## config.mk

```make
export PLATFORM = sky130hd
export DESIGN_NAME = pipelined_compressor_multiplier
export DESIGN_NICKNAME = d
export VERILOG_FILES = /design/src/rtl/pipelined_compressor_multiplier.sv
export SDC_FILE = /design/constraint.sdc
export NUM_CORES = 1
export LEC_CHECK = 0
export BUFFER_PORTS_ARGS = -buffer_cell sky130_fd_sc_hd__buf_2
export CAP_MARGIN = 20
export CORE_MARGIN = 4
export CORE_UTILIZATION = 42
export DETAILED_ROUTE_END_ITERATION = 8
export GPL_TIMING_DRIVEN = 0
export PLACE_DENSITY_LB_ADDON = 0.3
export SLEW_MARGIN = 10
export SYNTH_ARGS = -nofsm -noshare
export SYNTH_HDL_FRONTEND = slang
export SYNTH_SLANG_ARGS = --single-unit
```

## constraint.sdc

```tcl
create_clock -name clk -period 4.8 [get_ports clk]
set_input_delay 0.72 -clock clk [delete_from_list [all_inputs] [get_ports clk]]
set_output_delay 0.72 -clock clk [all_outputs]
set_load 0.03 [all_outputs]
```

## src/rtl/pipelined_compressor_multiplier.sv

```systemverilog
// Three-stage valid/ready multiplier: S1 operand capture, S2 carry-save rows from a
// 5:2-compressor tree over (optionally Baugh-Wooley) partial products, S3 final add.
module pipelined_compressor_multiplier #(
  parameter int unsigned WIDTH = 8,
  parameter int unsigned TAG_W = 4
) (
  input  logic               clk,
  input  logic               rst,
  input  logic               in_valid,
  output logic               in_ready,
  input  logic               in_signed,
  input  logic [WIDTH-1:0]   in_a,
  input  logic [WIDTH-1:0]   in_b,
  input  logic [TAG_W-1:0]   in_tag,
  output logic               out_valid,
  input  logic               out_ready,
  output logic [2*WIDTH-1:0] out_p,
  output logic [TAG_W-1:0]   out_tag,
  output logic               busy
);

  localparam int unsigned PW    = 2 * WIDTH;
  localparam int unsigned NROWS = WIDTH + 1;
  localparam int unsigned LVLS  = 8;

  logic             s1_valid_q, s1_valid_d;
  logic             s1_sgn_q,   s1_sgn_d;
  logic [WIDTH-1:0] s1_a_q,     s1_a_d;
  logic [WIDTH-1:0] s1_b_q,     s1_b_d;
  logic [TAG_W-1:0] s1_tag_q,   s1_tag_d;

  logic             s2_valid_q, s2_valid_d;
  logic [PW-1:0]    s2_sum_q,   s2_sum_d;
  logic [PW-1:0]    s2_carry_q, s2_carry_d;
  logic [TAG_W-1:0] s2_tag_q,   s2_tag_d;

  logic             s3_valid_q, s3_valid_d;
  logic [PW-1:0]    s3_p_q,     s3_p_d;
  logic [TAG_W-1:0] s3_tag_q,   s3_tag_d;

  logic             advance;
  logic [PW-1:0]    tree_sum, tree_carry;

  logic [PW-1:0]    rows [NROWS];
  logic [PW-1:0]    nxt  [NROWS];
  logic [WIDTH-1:0] pp;
  logic [PW-1:0]    t1, t2, c1, c2;
  int unsigned      n, m, i;

  function automatic logic [PW-1:0] maj(input logic [PW-1:0] x, input logic [PW-1:0] y,
                                        input logic [PW-1:0] z);
    return (x & y) | (x & z) | (y & z);
  endfunction

  // Row-wise 5:2 compressor: the two intermediate carries shifted left one column are the
  // carry-ins of the neighbouring compressor, so each 5-row group collapses to 2 rows.
  always_comb begin
    pp = '0;
    t1 = '0;
    t2 = '0;
    c1 = '0;
    c2 = '0;
    for (int unsigned r = 0; r < WIDTH; r++) begin
      pp = s1_a_q & {WIDTH{s1_b_q[r]}};
      if (s1_sgn_q) begin
        if (r < WIDTH - 1) pp[WIDTH-1]   = ~pp[WIDTH-1];
        else               pp[WIDTH-2:0] = ~pp[WIDTH-2:0];
      end
      rows[r] = PW'(pp) << r;
    end
    rows[WIDTH] = s1_sgn_q ? ((PW'(1) << WIDTH) | (PW'(1) << (PW - 1))) : '0;
    n = NROWS;
    for (int unsigned lvl = 0; lvl < LVLS; lvl++) begin
      nxt = '{default: '0};
      m = 0;
      i = 0;
      for (int unsigned g = 0; g < NROWS; g++) begin
        if (n > 2 && i + 5 <= n) begin
          t1 = rows[i] ^ rows[i+1] ^ rows[i+2];
          c1 = maj(rows[i], rows[i+1], rows[i+2]) << 1;
          t2 = t1 ^ rows[i+3] ^ rows[i+4];
          c2 = maj(t1, rows[i+3], rows[i+4]) << 1;
          nxt[m]   = t2 ^ c1 ^ c2;
          nxt[m+1] = maj(t2, c1, c2) << 1;
          i = i + 5;
          m = m + 2;
        end else if (n > 2 && i + 3 <= n) begin
          nxt[m]   = rows[i] ^ rows[i+1] ^ rows[i+2];
          nxt[m+1] = maj(rows[i], rows[i+1], rows[i+2]) << 1;
          i = i + 3;
          m = m + 2;
        end else if (i < n) begin
          nxt[m] = rows[i];
          i = i + 1;
          m = m + 1;
        end
      end
      rows = nxt;
      n = m;
    end
    tree_sum   = rows[0];
    tree_carry = rows[1];
  end

  always_comb begin
    advance    = ~s3_valid_q | out_ready;
    s1_valid_d = s1_valid_q;
    s1_sgn_d   = s1_sgn_q;
    s1_a_d     = s1_a_q;
    s1_b_d     = s1_b_q;
    s1_tag_d   = s1_tag_q;
    s2_valid_d = s2_valid_q;
    s2_sum_d   = s2_sum_q;
    s2_carry_d = s2_carry_q;
    s2_tag_d   = s2_tag_q;
    s3_valid_d = s3_valid_q;
    s3_p_d     = s3_p_q;
    s3_tag_d   = s3_tag_q;
    if (advance) begin
      s1_valid_d = in_valid;
      s2_valid_d = s1_valid_q;
      s3_valid_d = s2_valid_q;
      // Data only moves behind a valid bit, so idle operand buses never reach out_p.
      if (in_valid) begin
        s1_sgn_d = in_signed;
        s1_a_d   = in_a;
        s1_b_d   = in_b;
        s1_tag_d = in_tag;
      end
      if (s1_valid_q) begin
        s2_sum_d   = tree_sum;
        s2_carry_d = tree_carry;
        s2_tag_d   = s1_tag_q;
      end
      if (s2_valid_q) begin
        s3_p_d   = s2_sum_q + s2_carry_q;
        s3_tag_d = s2_tag_q;
      end
    end
  end

  always_ff @(posedge clk) begin
    if (rst) begin
      s1_valid_q <= 1'b0;
      s2_valid_q <= 1'b0;
      s3_valid_q <= 1'b0;
      s3_p_q     <= '0;
      s3_tag_q   <= '0;
    end else begin
      s1_valid_q <= s1_valid_d;
      s1_sgn_q   <= s1_sgn_d;
      s1_a_q     <= s1_a_d;
      s1_b_q     <= s1_b_d;
      s1_tag_q   <= s1_tag_d;
      s2_valid_q <= s2_valid_d;
      s2_sum_q   <= s2_sum_d;
      s2_carry_q <= s2_carry_d;
      s2_tag_q   <= s2_tag_d;
      s3_valid_q <= s3_valid_d;
      s3_p_q     <= s3_p_d;
      s3_tag_q   <= s3_tag_d;
    end
  end

  assign in_ready  = advance;
  assign out_valid = s3_valid_q;
  assign out_p     = s3_p_q;
  assign out_tag   = s3_tag_q;
  assign busy      = s1_valid_q | s2_valid_q | s3_valid_q;

endmodule

```

==> impl_metrics.json <==
{
  "antenna_found_initial": 0,
  "dp.cells": 591,
  "fin_nets": 565,
  "worst_pin_slew_ns": 0.8650,
  "hold_buffers": 0,
  "path_common_cell": "fa_1",
  "synth_area_leader_cell": "edfxtp_1",
  "fin_area_mm2": 0.005234,
  "synth-seq-cells": 75,
  "max_freq_mhz": 240.5,
  "dr.pass1.iters": 4,
  "syn_area_per_cell_um2": 11.28,
  "worstSetupPathType": "register to register",
  "finalCritPeriodShare": 0.8661,
  "cts_buffers": 9,
  "via_count": 2909,
  "maxSlewHeadroom": 0.4208,
  "cts-root-buf": "clkbuf_8",
  "gp_congestion": 0.8365,
  "grt_pass1_wl_mm": 13.88,
  "critPathSlowestCell": "fa_1",
  "dieArea_mm2": 0.01258,
  "synthMuxAreaShare": 0.002197,
  "final_common_cell": "nand2_1",
  "p_per_area_mw_per_mm2": 335.4,
  "path_cells": "clkbuf_1 -> nand2_1 -> xnor2_1 -> fa_1 -> inv_1 -> fa_1 -> fa_1 -> inv_1 -> fa_1 -> inv_1 -> fa_1 -> inv_1 -> fa_1",
  "io_pins": 48,
  "row_count": 37,
  "io_buffers": 47,
  "clkLatencyLatePin_ns": 0.35,
  "synth_top_family_by_area": "adder cells",
  "crit_fanout": 8,
  "required_ns": 4.89,
  "grt-ovfl-total": 0,
  "netlist-cell-type-count": 37,
  "yosys_most_used_dff": "edfxtp_1",
  "clock-skew-final_ns": 0.01347,
  "num-fill-cells": 980,
  "grt_max_degree": 16,
  "rsz0062_at_grt": "false",
  "h-tree-depth": 3,
  "crit_path_end_kind": "register",
  "min_period_ns": 4.157,
  "diodes": 0,
  "synth.area.top_cells": "edfxtp_1 (34%), fa_1 (17%), dfxtp_1 (10%), ha_1 (9.6%), nand2_1 (5.9%)",
  "grt_pass1_vias": 2970,
  "synth-simple-area-share": 0.1395,
  "post-dp-hpwl_mm": 6.074,
  "cts_tree": "done",
  "stdcell_count": 607,
  "drtIter0Drc": 113,
  "start_util": 0.4354,
  "maxCapViolations": 0,
  "syn_to_final_growth_pct": 14.89,
  "layout_common_cells": "nand2_1 (71), buf_2 (52), edfxtp_1 (52), inv_1 (46), fa_1 (39)",
  "worstPathArrival_ns": 4.24,
  "cts_setup_buffers": 0,
  "ir_drop_v": 0.0002559,
  "drt-total-wl_mm": 7.756,
  "maxSlewViolCount": 0,
  "routedWlPerCell_um": 12.78,
  "syn_nets": 503,
  "ant_nets": 0,
  "clock_path_buffers": 2,
  "status": "finished clean",
  "viasPerCell": 4.792,
  "place_area_mm2": 0.005005,
  "syn-cell-area_mm2": 0.004556,
  "slowest_delay_ns": 0.54,
  "core_mm2": 0.01046,
  "ys.warnings.count": 0,
  "die_y_um": 112.1,
  "grt_util_all_layers": 0.1353,
  "setup_viol": 0,
  "worstSetupStartpointType": "register",
  "clock-sinks": 75,
  "ys_seq_area_frac": 0.4438,
  "ys_async_sr_fraction": 0,
  "ctsResizeCount": 0,
  "min_path_type": "register to register",
  "synth_edf_count": 52,
  "p_leak_nw": 2.289,
  "die_w_um": 112.1,
  "clk_pin_slew_worst_paths_ns": 0.09,
  "hold_viol_final": 0,
  "drive_gt1_frac": 0.1741,
  "synthAdderAreaFrac": 0.2675,
  "syn_inst": 404,
  "timing.hold.ws_ns": 0.4178,
  "drc_errors": 0,
  "synth_compound_area_frac": 0.06317,
  "synthXorXnorAreaFrac": 0.03461,
  "synth_top_area_frac": 0.3428
}
## final cells by class
| type | instances | area (um^2) | area share |
|---|---|---|---|
| multi-input cells | 271 | 2320 | 0.4432 |
| clock buffers | 9 | 123.9 | 0.02367 |
| plain buffers | 10 | 43.79 | 0.008367 |
| well taps | 136 | 170.2 | 0.03251 |
| repair buffers | 51 | 269.0 | 0.05140 |
| flip-flops and latches | 75 | 2022 | 0.3863 |
| inverters | 48 | 180.2 | 0.03443 |
| clock inverters | 7 | 105.1 | 0.02008 |
## cell families (layout without fill, tap and decap cells)
group / after synthesis / count (layout)
AO/OA/AOI/OAI: 45 / 45
XOR/XNOR: 18 / 18
adder cells (fa/ha/maj): 74 / 74
buffers and inverters: 58 / 125
flip-flops: 75 / 75
multiplexers: 1 / 1
AND/OR/NAND/NOR: 133 / 133
## routing by layer
layer | vias up | routed length (um) | global-route usage
met2 | 63 | 3660 | 0.2261
met5 | - | 0 | 0
met1 | 1380 | 3625 | 0.1739
met4 | 0 | 74 | 0.03606
li1 | 1460 | - | -
met3 | 6 | 396 | 0.03774
## path summary, 6_finish.rpt
| path | from | endpoint | slack [ns] | cells past startpoint |
|---|---|---|---|---|
| worst min-delay path | s1_tag_q[1] | s2_tag_q[1] | 0.42 | 0 |
| worst max-delay path | s1_a_q[7] | s2_sum_q[8] | 0.64 | 13 |
| worst max register to register | s1_a_q[7] | s2_sum_q[8] | 0.64 | 13 |
| worst min register to register | s1_tag_q[1] | s2_tag_q[1] | 0.42 | 0 |
## cells in the mapped netlist (3+ instances only)
master and instances:
dfxtp_1 23, inv_1 46, and2_1 29, clkbuf_1 5, a21oi_1 24, nor2_1 8
fa_1 39, ha_1 35, nor3_1 3, nand2b_1 3, edfxtp_1 52, o21ai_0 3
a21o_1 4, nand3b_1 5, xnor2_1 17, nand3_1 5, buf_2 5, nand2_1 71
## stage by stage
| stage | setup WS (ns) | total power, mW | setup TNS (ns) | utilization |
|---|---|---|---|---|
| after global placement | -0.2028 | 1.198 | -6.220 | 0.4742 |
| after global routing | 0.4086 | 1.893 | 0 | 0.5002 |
| after floorplan | 0.8184 | 1.104 | 0 | - |
| final | 0.6428 | 1.756 | 0 | 0.5002 |
| after detailed placement | 0.6387 | 1.213 | 0 | 0.4784 |
| after CTS | 0.6198 | 1.785 | 0 | 0.5002 |
## critical path: cells and delay by family, from the launching register on
family	cells	cell delay, ns
AND/OR/NAND/NOR	1	0.11
adder cells (fa/ha/maj)	6	2.83
buffers and inverters	5	0.47
flip-flops	1	0.33
XOR/XNOR	1	0.15
## state kept, by name, indices dropped and copies added (netlist names)
signal / count
out_valid: 1
s2_carry_q: 11
s1_tag_q: 4
s1_valid_q: 1
out_tag: 4
s2_sum_q: 16
s1_sgn_q: 1
s1_b_q: 8
s2_valid_q: 1
out_p: 16
s2_tag_q: 4
s1_a_q: 8
## where the power goes
group	internal (mW)	leakage [nW]	switching (mW)
logic	0.176	1.51	0.239
clock network	0.302	0.113	0.261
registers	0.757	0.665	0.0211
Note: power is estimated with default switching activity, not from simulation.
